--- src/rtl/fir_coeff_loader.sv ---
`default_nettype none
// ============================================================================
//  Module      : fir_coeff_loader
//  Description : Writer side of the FIR coefficient interface. Collects a
//                framed stream of signed coefficient words into a shadow
//                bank and copies the whole set into the active bank in one
//                cycle once the frame is complete and well formed.
//                Optional feature macro: COEFF_LOADER_CHECKSUM_EN. When it is
//                defined, a trailing checksum word (the sum of all taps,
//                modulo 2^COEFF_WIDTH) must match before the set is committed.
//  Revision    : 1.0 - initial release
// ============================================================================
module fir_coeff_loader #(
  parameter int N_TAPS      = 32,
  parameter int COEFF_WIDTH = 16
) (
  input  logic                          clk,
  input  logic                          rst_n,
  input  logic [COEFF_WIDTH-1:0]        in_data,
  input  logic                          in_valid,
  input  logic                          in_last,
  output logic                          in_ready,
  output logic [N_TAPS*COEFF_WIDTH-1:0] coeffs,
  output logic                          coeffs_valid,
  output logic                          swap,
  output logic                          busy,
  output logic                          frame_err
);

  // The counter has to reach N_TAPS (the checksum word index when enabled).
  localparam int c_CNT_W = $clog2(N_TAPS + 1);
`ifdef COEFF_LOADER_CHECKSUM_EN
  localparam logic [c_CNT_W-1:0] c_CSUM_IDX = c_CNT_W'(N_TAPS);
`else
  localparam logic [c_CNT_W-1:0] c_LAST_IDX = c_CNT_W'(N_TAPS - 1);
`endif

  typedef enum logic [2:0] {
    S_IDLE   = 3'd0,
    S_LOAD   = 3'd1,
    S_COMMIT = 3'd2,
    S_DRAIN  = 3'd3
`ifdef COEFF_LOADER_CHECKSUM_EN
    ,
    S_CHECK  = 3'd4
`endif
  } state_t;

  state_t                 r_state;
  state_t                 w_next_state;
  logic [c_CNT_W-1:0]     r_count;
  logic [c_CNT_W-1:0]     w_cnt_next;
  logic                   r_ready_en;
  logic                   r_swap;
  logic                   r_frame_err;
  logic                   r_coeffs_valid;
  logic [COEFF_WIDTH-1:0] r_shadow [N_TAPS];
  logic [COEFF_WIDTH-1:0] r_active [N_TAPS];
  logic                   w_xfer;
  logic                   w_store;
  logic                   w_reject;
  logic                   w_commit;
`ifdef COEFF_LOADER_CHECKSUM_EN
  logic [COEFF_WIDTH-1:0] r_acc;
  logic [COEFF_WIDTH-1:0] r_csum_rx;
  logic                   w_csum_cap;
`endif

  // The loader only accepts words in the states that consume the stream;
  // r_ready_en keeps in_ready low through the reset cycle.
  assign in_ready = r_ready_en &&
                    ((r_state == S_IDLE) || (r_state == S_LOAD) || (r_state == S_DRAIN));
  assign w_xfer   = in_valid && in_ready;

  // State register.
  always_ff @(posedge clk) begin
    if (!rst_n) begin
      r_state <= S_IDLE;
    end else begin
      r_state <= w_next_state;
    end
  end

  // Next-state decode and per-cycle control strobes.
  always_comb begin
    w_next_state = r_state;
    w_cnt_next   = r_count;
    w_store      = 1'b0;
    w_reject     = 1'b0;
    w_commit     = 1'b0;
`ifdef COEFF_LOADER_CHECKSUM_EN
    w_csum_cap   = 1'b0;
`endif
    case (r_state)
      S_IDLE: begin
        if (w_xfer) begin
          w_store = 1'b1;
          if (in_last) begin
            // A one-word frame can never be complete.
            w_reject   = 1'b1;
            w_cnt_next = '0;
          end else begin
            w_cnt_next   = c_CNT_W'(1);
            w_next_state = S_LOAD;
          end
        end
      end
      S_LOAD: begin
        if (w_xfer) begin
`ifdef COEFF_LOADER_CHECKSUM_EN
          if (r_count == c_CSUM_IDX) begin
            w_cnt_next = '0;
            if (in_last) begin
              w_csum_cap   = 1'b1;
              w_next_state = S_CHECK;
            end else begin
              w_reject     = 1'b1;
              w_next_state = S_DRAIN;
            end
          end else begin
            w_store    = 1'b1;
            w_cnt_next = r_count + c_CNT_W'(1);
            if (in_last) begin
              w_reject     = 1'b1;
              w_cnt_next   = '0;
              w_next_state = S_IDLE;
            end
          end
`else
          w_store    = 1'b1;
          w_cnt_next = r_count + c_CNT_W'(1);
          if (r_count == c_LAST_IDX) begin
            if (in_last) begin
              w_next_state = S_COMMIT;
            end else begin
              w_reject     = 1'b1;
              w_cnt_next   = '0;
              w_next_state = S_DRAIN;
            end
          end else if (in_last) begin
            w_reject     = 1'b1;
            w_cnt_next   = '0;
            w_next_state = S_IDLE;
          end
`endif
        end
      end
`ifdef COEFF_LOADER_CHECKSUM_EN
      S_CHECK: begin
        w_cnt_next = '0;
        if (r_acc == r_csum_rx) begin
          w_next_state = S_COMMIT;
        end else begin
          w_reject     = 1'b1;
          w_next_state = S_IDLE;
        end
      end
`endif
      S_COMMIT: begin
        w_commit     = 1'b1;
        w_cnt_next   = '0;
        w_next_state = S_IDLE;
      end
      S_DRAIN: begin
        // Overlong frame: swallow words up to and including the last one.
        if (w_xfer && in_last) begin
          w_next_state = S_IDLE;
        end
      end
      default: begin
        w_cnt_next   = '0;
        w_next_state = S_IDLE;
      end
    endcase
  end

  // Datapath: word counter, shadow/active banks and registered pulses.
  always_ff @(posedge clk) begin
    if (!rst_n) begin
      r_ready_en     <= 1'b0;
      r_count        <= '0;
      r_swap         <= 1'b0;
      r_frame_err    <= 1'b0;
      r_coeffs_valid <= 1'b0;
      for (int i = 0; i < N_TAPS; i++) begin
        r_shadow[i] <= '0;
        r_active[i] <= '0;
      end
    end else begin
      r_ready_en  <= 1'b1;
      r_count     <= w_cnt_next;
      r_swap      <= w_commit;
      r_frame_err <= w_reject;
      for (int i = 0; i < N_TAPS; i++) begin
        if (w_store && (r_count == c_CNT_W'(i))) begin
          r_shadow[i] <= in_data;
        end
      end
      // Whole-bank copy in one edge so the filter never sees a mixed set.
      if (w_commit) begin
        for (int i = 0; i < N_TAPS; i++) begin
          r_active[i] <= r_shadow[i];
        end
        r_coeffs_valid <= 1'b1;
      end
    end
  end

`ifdef COEFF_LOADER_CHECKSUM_EN
  // Running checksum restarts on the first word of each frame.
  always_ff @(posedge clk) begin
    if (!rst_n) begin
      r_acc     <= '0;
      r_csum_rx <= '0;
    end else begin
      if (w_store) begin
        r_acc <= ((r_count == '0) ? '0 : r_acc) + in_data;
      end
      if (w_csum_cap) begin
        r_csum_rx <= in_data;
      end
    end
  end
`endif

  generate
    for (genvar g = 0; g < N_TAPS; g++) begin : g_pack
      assign coeffs[g*COEFF_WIDTH +: COEFF_WIDTH] = r_active[g];
    end
  endgenerate

`ifdef COEFF_LOADER_CHECKSUM_EN
  assign busy = (r_state == S_LOAD) || (r_state == S_CHECK) || (r_state == S_COMMIT);
`else
  assign busy = (r_state == S_LOAD) || (r_state == S_COMMIT);
`endif

  assign swap         = r_swap;
  assign frame_err    = r_frame_err;
  assign coeffs_valid = r_coeffs_valid;

endmodule
`default_nettype wire
--- config.mk ---
export PLATFORM = sky130hd
export DESIGN_NAME = fir_coeff_loader
export DESIGN_NICKNAME = d
export VERILOG_FILES = /design/src/rtl/fir_coeff_loader.sv
export SDC_FILE = /design/constraint.sdc
export NUM_CORES = 1
export LEC_CHECK = 0
export BUFFER_PORTS_ARGS = -buffer_cell sky130_fd_sc_hd__buf_2
export CAP_MARGIN = 20
export CORE_ASPECT_RATIO = 0.6
export CORE_MARGIN = 3
export CORE_UTILIZATION = 35
export CTS_BUF_LIST = sky130_fd_sc_hd__clkbuf_2
export CTS_CLUSTER_SIZE = 16
export DETAILED_ROUTE_END_ITERATION = 6
export PLACE_DENSITY = 0.61
export SLEW_MARGIN = 25
export SYNTH_ARGS = -nofsm -noshare
export SYNTH_HDL_FRONTEND = slang
export SYNTH_SLANG_ARGS = --single-unit
--- constraint.sdc ---
create_clock -name clk -period 26.7 [get_ports clk]
set_input_delay 5.34 -clock clk [delete_from_list [all_inputs] [get_ports clk]]
set_output_delay 5.34 -clock clk [all_outputs]
set_load 0.02 [all_outputs]
## Word-level counts from Yosys, hierarchy flattened

Memories as Yosys holds them, arrays and structs flattened.
Cells that the tools add are included.

- Register bits after elaboration: 13
- Bits in writable memories: 1,024
- Input bits: 20
- Output and inout port bits: 517
- Word-level logic and storage cells: 345
- Memories: 2

- Add/sub/neg operators: 1
- Eq/ne operators: 39
- Mux-type cells: 189
- Bitwise logic cells: 65
- Reductions and logical operators: 43

Memories:

| memory | words | bits a word | read ports | clocked after Yosys merged registers in | write ports | RTL line | source |
|---|---|---|---|---|---|---|---|
| r_active | 32 | 16 | 32 | 0 | 32 | 58 | `logic [COEFF_WIDTH-1:0] r_active [N_TAPS];` |
| r_shadow | 32 | 16 | 32 | 0 | 32 | 57 | `logic [COEFF_WIDTH-1:0] r_shadow [N_TAPS];` |

Operators with widths:

| operator | count |
|---|---|
| $mux 16 | 64 |
| $mux 1 | 111 |
| $eq 6x5->1 const B | 16 |
| $or 1x1->1 | 64 |
| $eq 6x4->1 const B | 8 |
| $logic_and 1x1->1 | 35 |
| $mux 6 | 5 |
| $eq 6x3->1 const B | 4 |
| $mux 3 | 6 |
| $pmux 6 s3 | 1 |
| $eq 6x2->1 const B | 2 |
| $pmux 3 s3 | 1 |
| $add 6x1->6 const B | 1 |
| $eq 3x2->1 const B | 2 |
| $eq 6x1->1 const B | 1 |
| $logic_not 6->1 | 1 |
| $ne 2x2->1 const B | 3 |
| $reduce_and 5->1 | 1 |
| $eq 3x1->1 const B | 1 |
| $logic_not 3->1 | 1 |
| $logic_or 1x1->1 | 3 |
| $ne 3x2->1 const B | 1 |
| $reduce_and 3->1 | 1 |
| $ne 2x1->1 const B | 1 |
| 3 further kinds | 3 |

## Depth between registers and ports, before layout

Gate-level depths: netlist (run 1).

- Word-level depth: 12
- Mapped depth: 9
- Gate-level depth less buffers: 7

## Worst setup path before layout (run 1)

OpenSTA, ideal clock, no wires.

- Path type: in2reg
- Start point: input port rst_n
- End point: memory r_active[0][0], enable pin
- Setup time: 0.971 ns
- Arrival: 17.396 ns
- Required time: 25.729 ns
- Path slack: 8.333 ns
- Stages: 4
- Buffers on the path: 3
- Path through: clkbuf_1 buf_2 clkbuf_1 nand2b_1

RTL lines:

| element | RTL line | source |
|---|---|---|
| from (decl) | 18 | `input logic rst_n,` |
| to (decl) | 58 |  |

## Final worst setup path (run 1)

- Start point: register r_state[0]
- End point: output port in_ready

- Cells in the longest elaborated chain, start to end: 4
- Elaborated cells on any way between the ends: 6
- Those cells by class: 2 x eq/ne; 4 x reduce/logical

Ends and longest elaborated chain:

| element | RTL line | source |
|---|---|---|
| from (decl) | 49 | `state_t r_state;` |
| from (signal assigned) | 80 | `r_state <= w_next_state;` |
| $eq 3x1->1 or $logic_not 3->1 (tied branches) | 72 | `((r_state == S_IDLE) \|\| (r_state == S_LOAD) \|\| (r_state == S_DRAIN));` |
| $logic_or 1x1->1 | 72 |  |
| $logic_or 1x1->1 * | 72 |  |
| $logic_and 1x1->1 * | 71 | `assign in_ready = r_ready_en &&` |
| to (decl) | 22 | `output logic in_ready,` |

Every way passes the cells marked *; elsewhere a longest branch is shown, timed or not.

==> summary.md, run 1 <==
| Metric | Value |
|---|---|
| Total number of vias | roughly 21000 |
| CTS clk-pin slew, worst paths | between 100 and 150 ps |
| Leakage | 17.5 nW |
| CTS tree | yes |
| Sinks on Clock Net | 1036 |
| Post-synthesis instance total | 2143 |
| Async SR Flop Fraction | 0 |
| Sequential area share after synthesis | 0.839 |
| DR vias/cell | 4.71 |
| Overall Power | 3.14 mW |
| Max-cap check violation count | 0 |
| Max frequency | between 100 and 150 MHz |
| Routed wire per std cell | 23.4 um |
| Later-pin clock latency in the skew report | between 1500 and 2000 ps |
| Remaining antenna violation count after routing | 0 |
| CP Capture Type | primary output |
| Remaining DRCs | 0 |
| Filler Cells Inserted | 9460 |
| Sum of negative setup slack | 0 ps |
| Yosys warns | 0 |
| Arrival time worst endpoint | between 3000 and 4000 ps |
| Num ports | 537 |
| Slew of the pin with the lowest slew margin | between 1000 and 1500 ps |
| Register cell area after layout | 31000 um^2 |
| Pin count of the biggest net entering global routing | ~150 |
| Share of the synthesized area in the top cell type | 0.832 |
| Largest clock skew in the final design | between 100 and 150 ps |
| Launching element type of the critical path | register |
| Syn_nets | ~2200 |
| Via count of the first global-routing pass | 20500 |
| Critical Path, Cell by Cell | inv_1 -> ha_4 -> nor2b_1 -> buf_2 |
| Delay contributed by the slowest stage of the critical path | between 600 and 700 ps |
| CP required | 21360 ps |
| Slack of the worst reg-to-reg path | 22580 ps |
| Main flop type after synthesis | sky130_fd_sc_hd__edfxtp_1 |
| IO buf count | 536 |
| Worst vdd ir | 39.3 uV |
| CTS buffer count | 232 |
| Setup ws final | 18290 ps |
| NumNets Final | around 2800 |
| Total power divided by cell area | 72.5 nW/um^2 |
| Number of enable flip-flop cells after synthesis | 1024 |
| Placeable Area | 104000 um^2 |
| Count of endpoints failing hold in the final timing report | 0 |
| RSZ-0062 raised after global routing | no |
| Utilization after layout | 0.418 |
| Final worst-path cycle share | 0.315 |
| Leading area contributor after synthesis | sky130_fd_sc_hd__edfxtp_1 |
| # hold bufs at CTS | 0 |
| Class of the worst hold path | reg2reg |
| Max-slew headroom at the worst pin | 0.276 |
| Run status | completed |
| Post-placement worst setup slack | approximately 18000 ps |
| Critical path's slowest cell | sky130_fd_sc_hd__ha_4 |
| Top cells by area in the synthesized netlist | sky130_fd_sc_hd__edfxtp_1 83%, sky130_fd_sc_hd__and3_1 4.9%, sky130_fd_sc_hd__and2_1 3.9%, sky130_fd_sc_hd__nor2_1 3.0%, sky130_fd_sc_hd__clkbuf_1 1.1% |
| Number of placed instances with taps included | 3979 |
| Total setup violations reported at the end of the flow | 0 |
| Total detailed-routing wirelength | 103 mm |
| Die W | 425 um |
| First-pass iteration count of the detailed router | 5 |
| Post-Layout Cell Count | 4392 |
| Overflow left after global routing | 0 |
| Number of max-slew violations in the final report | 0 |
| Number of DRC markers after the initial detailed-route iteration | 1930 |
| Post-synthesis register bit count | 1036 |
| Fraction of layout cells with a size suffix above 1 | 0.324 |
| Master cell of the clock root buffer | sky130_fd_sc_hd__clkbuf_2 |
| Final critical delay including setup and external delays | 8410 ps |
| Initial antenna violation count | 11 |
| DIE AREA | 110000 um^2 |
| Syn_area_per_cell | 17.2 um^2 |
| Unique masters post-synth | 43 |
| Synthesized cell area | 37000 um^2 |
| Total setup buffers inserted after CTS | 0 |
| Routability congestion estimate | 0.782 |
| Effective utilization at floorplan | 0.356 |
| Synth cell count leaders | 1024 x sky130_fd_sc_hd__edfxtp_1, 298 x sky130_fd_sc_hd__nor2_1, 289 x sky130_fd_sc_hd__and3_1, 228 x sky130_fd_sc_hd__and2_1, 109 x sky130_fd_sc_hd__clkbuf_1 |
| Relative area change from synthesis to final layout | 17.2% |
| Die Y-Extent | 258 um |
| Area taken by multi-input logic gates | 5320 um^2 |
| All-Layer GR Usage | 0.185 |
| Worst-path maximum fanout | 92 |
| FP Rows | 91 |
| Most frequent cell after synthesis | sky130_fd_sc_hd__edfxtp_1 |
| Global-route wire length before repair | approximately 140 mm |
| Post-CTS sizing | 0 |
| Total half-perimeter wirelength after legalization and detailed placement | 63.0 mm |
| Setup CP Type | reg2out |
| Bufs on Longest Clock Path | 3 |
| Total number of H-tree levels | 4 |
[worst max-delay path, delay by kind of cell (launching register included)]
kind	cells	cell delay, ps
adders and majority gates	1	670
buffers and inverters	2	350
DFF	1	390
and+or+nand+nor	1	100
[cells by family after synthesis]
family                     share of synthesized area
AOI/OAI and AO/OA                            0.00450
muxes                                        0.00108
DFF                                            0.839
xor gates and xnor gates                    0.000711
buffers and inverters                         0.0192
and+or+nand+nor                                0.133
adders and majority gates                    0.00305
[stage by stage]
step / instance area, um^2 / hold WS [ps]
after floorplan: 37000 / 484
final: 43300 / 432
after global routing: 43300 / 444
after global placement: 41100 / 445
after CTS: 43300 / 393
after detailed placement: 41200 / 482
[report_power, final]
part	internal (mW)	total [mW]	switching, mW	leakage (nW)
logic	0.0515	0.224	0.173	5.66
clock network	0.388	1.01	0.620	1.58
registers	1.88	1.91	0.0284	10.3
[layer usage]
layer / share of wire / vias to the layer above / GRT usage / wire length (um)
met5: 0 / - / 0 / 0
met4: 0.023 / 0 / 0.0644 / 2370
met1: 0.43 / 10500 / 0.249 / 44300
met2: 0.49 / 742 / 0.295 / 50000
li1: - / 9273 / - / -
met3: 0.060 / 153 / 0.0415 / 6190
[worst paths after layout]
kind                                       start               end  cells past startpoint
worst max-delay path                  r_state[0]          in_ready                      4
worst min register to register  r_shadow[1][191]  r_active[1][191]                      1
worst max register to register        r_state[0]  r_shadow[0][218]                      7
worst min-delay path            r_shadow[1][191]  r_active[1][191]                      1
[cell type report]
cell class              instances  share of cell area
diodes                         16            0.000924
clock buffers                 334              0.0386
clock inverters                63             0.00982
inverters                      23             0.00199
multi-input cells             948               0.123
flip-flops and latches       1036               0.715
well taps                    1395              0.0403
repair buffers                577              0.0702
[sequential cells by signal, indices dropped and copies added (netlist names)]
name          count
coeffs_valid      1
frame_err         1
r_active        512
r_count           6
r_ready_en        1
r_shadow        512
r_state           2
swap              1
[cell usage in the layout (no fill, tap or decap), types with 5 or more instances in the layout]
| master | Yosys | layout |
|---|---|---|
| sky130_fd_sc_hd__inv_1 | 23 | 22 |
| sky130_fd_sc_hd__diode_2 | 0 | 16 |
| sky130_fd_sc_hd__nor2_1 | 298 | 298 |
| sky130_fd_sc_hd__dfxtp_1 | 12 | 12 |
| sky130_fd_sc_hd__edfxtp_1 | 1024 | 1024 |
| sky130_fd_sc_hd__buf_4 | 6 | 37 |
| sky130_fd_sc_hd__nand2_2 | 11 | 11 |
| sky130_fd_sc_hd__clkinv_1 | 0 | 45 |
| sky130_fd_sc_hd__buf_2 | 10 | 535 |
| sky130_fd_sc_hd__nand3_2 | 7 | 7 |
| sky130_fd_sc_hd__nand2_1 | 44 | 44 |
| sky130_fd_sc_hd__o21ai_1 | 0 | 9 |
| sky130_fd_sc_hd__bufinv_16 | 0 | 5 |
| sky130_fd_sc_hd__clkbuf_2 | 1 | 334 |
| sky130_fd_sc_hd__and3_1 | 289 | 289 |
| sky130_fd_sc_hd__and2_1 | 228 | 228 |
| sky130_fd_sc_hd__ha_1 | 9 | 8 |
| sky130_fd_sc_hd__o21ai_0 | 18 | 5 |
Note: power is estimated with default switching activity, not from simulation.
==> run 2, diff against run 1 <==
clock period = 8.25 ns   (was 26.7 ns; I/O delays follow)
==> run 2 against run 1 <==
Flip-flop and latch count is the same. Final cell count grew 0.23%. Via count shrank 1.1%. Critical path depth shrank 1. Hold slack gained 35 ps. Global-route usage is essentially flat. Wire length grew 0.68%. Critical path type unchanged. Largest cell class unchanged. Largest power group unchanged.
==> summary.md, run 2 (same netlist as run 1, synthesis figures left out) <==
| Metric | Value |
|---|---|
| Run status | completed |
| Pin count of the biggest net entering global routing | 190 (+25%) |
| Initial antenna violation count | 8 (-3) |
| CP Capture Type | primary output |
| Bufs on Longest Clock Path | 3 (unchanged) |
| Hold Startpoint | r_shadow[1][173] |
| Final critical delay including setup and external delays | approximately 5000 ps |
| Number of DRC markers after the initial detailed-route iteration | 1952 (+1.1%) |
| Top library cells by usage in the layout, fill and taps aside | 1024 x sky130_fd_sc_hd__edfxtp_1, 535 x sky130_fd_sc_hd__buf_2, 334 x sky130_fd_sc_hd__clkbuf_2, 298 x sky130_fd_sc_hd__nor2_1, 289 x sky130_fd_sc_hd__and3_1 |
| First-pass iteration count of the detailed router | 5 (unchanged) |
| Placeable Area | 104000 um^2 (unchanged) |
| Global-route wire length before repair | 145 mm (-0.17%) |
| Share of total power in combinational logic | 0.071 (about the same) |
| CTS clk-pin slew, worst paths | 140 ps (+30 ps) |
| Num ports | 537 (unchanged) |
| Via count of the first global-routing pass | 20200 (-1.3%) |
| Most common library cell in the layout ignoring fill and taps | sky130_fd_sc_hd__edfxtp_1 |
| Slew of the pin with the lowest slew margin | 1020 ps (-63.5 ps) |
| Master cell of the clock root buffer | sky130_fd_sc_hd__clkbuf_2 |
| Max-cap check violation count | 0 (unchanged) |
| Net switching power | 2.67 mW (+230%) |
| Total number of vias | 20500 (-1.1%) |
| Total power divided by cell area | 235 nW/um^2 (+220%) |
| Effective utilization at floorplan | 0.356 (unchanged) |
| CTS buffer count | 231 (-0.43%) |
| Leakage | 17.6 nW (+0.27%) |
| Capturing point of the worst reg2reg path | r_shadow[0][227] |
| Utilization after layout | 0.418 (+0.000844) |
| Sequential share of power | 0.607 (about the same) |
| CP required | 6600 ps (-14760 ps) |
| Final worst-path cycle share | 0.591 |
| Switching share of total power | 0.262 (+0.000792) |
| Die Y-Extent | 258 um (unchanged) |
| Top flop regs | r_active (512), r_shadow (512), r_count (6) |
| Worst reg2reg path startpoint | r_state[0] |
| Number of cells on the worst hold path | 1 (unchanged) |
| Worst vdd ir | 146 uV (+270%) |
| Max frequency | roughly 200 MHz |
| Relative area change from synthesis to final layout | 17.5% |
| Post-CTS sizing | 0 (unchanged) |
| Remaining antenna violation count after routing | 0 (unchanged) |
| CTS tree | yes |
| Largest clock skew in the final design | 138 ps (+26.0 ps) |
| Post-route worst hold slack | 467 ps (+35.2 ps) |
| Worst-path maximum fanout | 96 (+4.3%) |
| Launching element type of the critical path | register |
| All-Layer GR Usage | 0.185 (about the same) |
| Total setup violations reported at the end of the flow | 0 (unchanged) |
| RSZ-0062 raised after global routing | no |
| Overflow left after global routing | 0 (unchanged) |
| Arrival time worst endpoint | 3230 ps (+160 ps) |
| Depth of the worst register-to-register path | 6 (-1) |
| Die W | 425 um (unchanged) |
| Total setup buffers inserted after CTS | 0 (unchanged) |
| Total number of H-tree levels | 4 (unchanged) |
| Later-pin clock latency in the skew report | 1590 ps (-50 ps) |
| Remaining DRCs | 0 (unchanged) |
| NumNets Final | 2845 (-0.070%) |
| Slack of the worst reg-to-reg path | 4600 ps (-17980 ps) |
| Count of endpoints failing hold in the final timing report | 0 (unchanged) |
| FP Rows | 91 (unchanged) |
| Sum of negative setup slack | 0 ps (unchanged) |
| Total detailed-routing wirelength | 104 mm (+0.68%) |
| Setup CP Type | reg2out |
| Routability congestion estimate | 0.796 (+1.8%) |
| DR vias/cell | 4.65 (-1.3%) |
| Clock power share | 0.322 (about the same) |
| IO buf count | 536 (unchanged) |
| Hold Path Sink | r_active[1][173] |
| Number of max-slew violations in the final report | 0 (unchanged) |
| DIE AREA | 110000 um^2 (unchanged) |
| # hold bufs at CTS | 0 (unchanged) |
| Fraction of layout cells with a size suffix above 1 | 0.324 (about the same) |
| Sinks on Clock Net | 1036 (unchanged) |
| Total half-perimeter wirelength after legalization and detailed placement | 64.0 mm (+1.6%) |
| Routed wire per std cell | 23.5 um (+0.45%) |
| Class of the worst hold path | reg2reg |
| Max-slew headroom at the worst pin | 0.319 (+0.0424) |
| Int Power | 7.52 mW (+220%) |
run 2: cell type report:
type,count,area [um^2]
timing repair buffer,576,3070
clock inverter,77,488
multi-input combinational,948,5320
clock buffer,334,1670
inverter,23,86.3
fill,9444,60300
tap,1395,1750
sequential,1036,31000
antenna,13,32.5
run 2: routing by layer:
| metal | share of wire | global-route usage |
|---|---|---|
| met5 | 0 | 0 |
| met4 | 0.016 | 0.0557 |
| met3 | 0.059 | 0.0414 |
| met2 | 0.49 | 0.299 |
| met1 | 0.43 | 0.250 |
run 2: per-stage QoR:
step / cells / setup slack, ps / area, um^2 / power (mW)
CTS: 4387 / 3120 / 43300 / 10.3
detailed placement: 3976 / 3860 / 41100 / 7.04
finish: 4402 / 3370 / 43400 / 10.2
floorplan: 2143 / 2100 / 37000 / 6.68
global placement: 3976 / 3920 / 41100 / 7.03
global route: 4397 / 2980 / 43400 / 10.6
run 2: worst max path at each step:
stage                          start              end  depth (start not counted)  slack (ps)
after floorplan                rst_n   r_active[0][0]                          4        2100
after global placement      in_valid  r_shadow[0][19]                          5        3920
after detailed placement       rst_n  r_shadow[0][14]                          4        3860
after CTS                 r_state[1]         in_ready                          3        3120
after global routing      r_state[1]         in_ready                          3        2980
final                     r_state[1]         in_ready                          3        3370
run 2: critical path, cell delays in order (launching register included):
cell and delay [ps]:
sky130_fd_sc_hd__dfxtp_1 500, sky130_fd_sc_hd__ha_4 820, sky130_fd_sc_hd__nor2b_1 90, sky130_fd_sc_hd__buf_2 210
run 2: power by group through the flow:
stage | combinational (mW) | sequential (mW) | clock (mW)
after floorplan | 0.216 | 6.47 | 0
after global placement | 0.730 | 6.30 | 0
after detailed placement | 0.738 | 6.30 | 0
after CTS | 0.739 | 6.18 | 3.40
after global routing | 0.769 | 6.20 | 3.67
final | 0.727 | 6.18 | 3.28
==> run 3, diff against run 2 <==
clock period = 4.5 ns   (was 8.25 ns; I/O delays follow)
==> run 3 against run 2 <==
Core utilization increased by 0.46 points. Hold slack got worse by 120 ps. Final area increased by 1.1%. Critical path type unchanged. Via count increased by 2.3%. Critical path depth increased by 1. Wire length increased by 2.4%. Register-to-register slack got worse by 3500 ps. Sequential power increased by 83%. First-iteration DRC count increased by 5.7%. Largest cell class unchanged. Worst setup slack got worse by 2800 ps.
==> summary.md, run 3 (same netlist as run 1, synthesis figures left out) <==
| Metric | Value |
|---|---|
| Run status | completed |
| CTS clk-pin slew, worst paths | 120 ps (-20 ps) |
| Hold Path Sink | frame_err |
| Setup CP Type | reg2out |
| Max-slew headroom at the worst pin | 0.285 (-0.0336) |
| Top flop regs | r_active (512), r_shadow (512), r_count (6) |
| Most common library cell in the layout ignoring fill and taps | sky130_fd_sc_hd__edfxtp_1 |
| Hold Startpoint | in_last |
| Sequential share of power | 0.598 (-0.009) |
| Relative area change from synthesis to final layout | 18.7% |
| Worst-path maximum fanout | 63 (-34%) |
| Placeable Area | 104000 um^2 (unchanged) |
| IO buf count | 536 (unchanged) |
| Area after DPL | 41400 um^2 (+0.62%) |
| Total setup violations reported at the end of the flow | 0 (unchanged) |
| FP Rows | 91 (unchanged) |
| Slew of the pin with the lowest slew margin | 1070 ps (+50.5 ps) |
| Setup ws final | 550 ps (-2820 ps) |
| CTS tree | yes |
| Worst vdd ir | 222 uV (+53%) |
| Int Power | 13.9 mW (+85%) |
| CTS buffer count | 232 (+0.43%) |
| CP required | 3600 ps (-3000 ps) |
| Bufs on Longest Clock Path | 3 (unchanged) |
| Total power divided by cell area | 432 nW/um^2 (+84%) |
| Initial antenna violation count | 10 (+2) |
| Routability congestion estimate | 0.803 (+0.82%) |
| Number of cells on the worst hold path | 5 (+4) |
| Class of the worst hold path | in2reg |
| Global-route wire length before repair | 148 mm (+2.4%) |
| DIE AREA | 110000 um^2 (unchanged) |
| Num ports | 537 (unchanged) |
| Count of endpoints failing hold in the final timing report | 0 (unchanged) |
| Launching element type of the critical path | register |
| Total half-perimeter wirelength after legalization and detailed placement | 65.9 mm (+3.0%) |
| Die Y-Extent | 258 um (unchanged) |
| Worst reg2reg path startpoint | r_state[0] |
| Total detailed-routing wirelength | 106 mm (+2.4%) |
| Max frequency | roughly 250 MHz |
| Routed wire per std cell | 23.9 um (+1.4%) |
| Total setup buffers inserted after CTS | 0 (unchanged) |
| Via count of the first global-routing pass | 20700 (+2.3%) |
| # hold bufs at CTS | 21 (+21) |
| Top library cells by usage in the layout, fill and taps aside | 1024 x sky130_fd_sc_hd__edfxtp_1, 535 x sky130_fd_sc_hd__buf_2, 349 x sky130_fd_sc_hd__clkbuf_2, 298 x sky130_fd_sc_hd__nor2_1, 289 x sky130_fd_sc_hd__and3_1 |
| Sinks on Clock Net | 1036 (unchanged) |
| Cell area after layout | 43900 um^2 (+1.1%) |
| Later-pin clock latency in the skew report | 1660 ps (+70 ps) |
| Pin count of the biggest net entering global routing | 232 (+22%) |
| DR vias/cell | 4.71 (+1.3%) |
| Fraction of layout cells with a size suffix above 1 | 0.331 (+0.00694) |
| Largest clock skew in the final design | 171 ps (+33.3 ps) |
| Final worst-path cycle share | 0.878 |
| Total number of vias | 21000 (+2.3%) |
| Overall Power | 19.0 mW (+86%) |
| Number of DRC markers after the initial detailed-route iteration | 2064 (+5.7%) |
| Arrival time worst endpoint | 3050 ps (-180 ps) |
| Number of placed instances with taps included | 3995 (+0.48%) |
| Post-placement worst setup slack | 1100 ps (-2770 ps) |
| Remaining DRCs | 0 (unchanged) |
| Overflow left after global routing | 0 (unchanged) |
| CP Capture Type | primary output |
| Max-cap check violation count | 0 (unchanged) |
| First-pass iteration count of the detailed router | 5 (unchanged) |
| Clock power share | 0.330 (+0.008) |
| Remaining antenna violation count after routing | 0 (unchanged) |
| RSZ-0062 raised after global routing | no |
| Switching share of total power | 0.266 (+0.00410) |
| Share of total power in combinational logic | 0.073 (+0.002) |
| Number of max-slew violations in the final report | 0 (unchanged) |
| Leakage | 17.8 nW (+1.5%) |
| Post-Layout Cell Count | 4447 (+1.0%) |
| Master cell of the clock root buffer | sky130_fd_sc_hd__clkbuf_2 |
| Net switching power | 5.05 mW (+89%) |
| Depth of the worst register-to-register path | 9 (+3) |
| All-Layer GR Usage | 0.189 (+0.00465) |
| Final critical delay including setup and external delays | 3950 ps |
| Die W | 425 um (unchanged) |
| Total number of H-tree levels | 4 (unchanged) |
| Post-CTS sizing | 0 (unchanged) |
| NumNets Final | 2884 (+1.4%) |
| Effective utilization at floorplan | 0.356 (unchanged) |
| Capturing point of the worst reg2reg path | r_count[4] |
| Slack of the worst reg-to-reg path | 1140 ps (-3460 ps) |
==> run 3: cell types whose count changed in the layout (fill, tap and decap cells not counted), moves of 4 or more <==
| cell | before | now |
|---|---|---|
| sky130_fd_sc_hd__buf_12 | 3 | 12 |
| sky130_fd_sc_hd__clkbuf_2 | 334 | 349 |
| sky130_fd_sc_hd__dlygate4sd3_1 | 0 | 21 |
| sky130_fd_sc_hd__buf_4 | 35 | 45 |
| sky130_fd_sc_hd__clkinv_1 | 54 | 44 |
| sky130_fd_sc_hd__diode_2 | 13 | 9 |
==> run 3: through the flow <==
| step | hold slack, ps | TNS [ps] | util |
|---|---|---|---|
| final | 346 | 0 | 0.423 |
| after floorplan | 484 | -401820 | - |
| after global routing | 127 | 0 | 0.423 |
| after CTS | 59.9 | 0 | 0.423 |
| after detailed placement | 454 | 0 | 0.399 |
| after global placement | 444 | 0 | 0.399 |
==> run 3: how the worst max path moves through the flow <==
| stage | startpoint | end | slack [ps] | cells past startpoint |
|---|---|---|---|---|
| 2_1_floorplan | rst_n | r_active[0][0] | -780 | 4 |
| 3_3_place_gp | in_valid | r_shadow[1][225] | 1160 | 5 |
| 3_5_place_dp | in_valid | r_shadow[1][35] | 1100 | 5 |
| 4_1_cts | r_state[1] | in_ready | 260 | 4 |
| 5_1_grt | r_state[1] | in_ready | 190 | 4 |
| 6_report | r_state[1] | in_ready | 550 | 4 |
==> run 3: layout make-up <==
class | count | area, um^2
fill | 9443 | 59800
sequential | 1036 | 31000
multi-input combinational | 948 | 5300
timing repair buffer | 614 | 3480
clock buffer | 349 | 1750
tap | 1395 | 1750
clock inverter | 73 | 509
inverter | 23 | 86.3
antenna | 9 | 22.5
==> run 3: worst max-delay path: stages, from the launching register on <==
cell and delay, ps:
sky130_fd_sc_hd__dfxtp_1 490, sky130_fd_sc_hd__ha_4 180, sky130_fd_sc_hd__buf_4 430, sky130_fd_sc_hd__nor2b_1 80, sky130_fd_sc_hd__buf_2 190
==> run 3: layer usage <==
layer  vias to the layer above  GRT usage  wire, um
li1                       9384          -         -
met1                     10700      0.255     45000
met2                       779      0.305     51800
met3                       151     0.0406      6660
met4                         0     0.0671      2670
met5                         -          0         0
==> run 3: power groups by stage <==
stage	logic [mW]	registers, mW	clock network (mW)
after global placement	1.38	11.5	0
final	1.38	11.3	6.25
after detailed placement	1.38	11.5	0
after global routing	1.45	11.4	6.97
after floorplan	0.398	11.9	0
after CTS	1.40	11.3	6.45
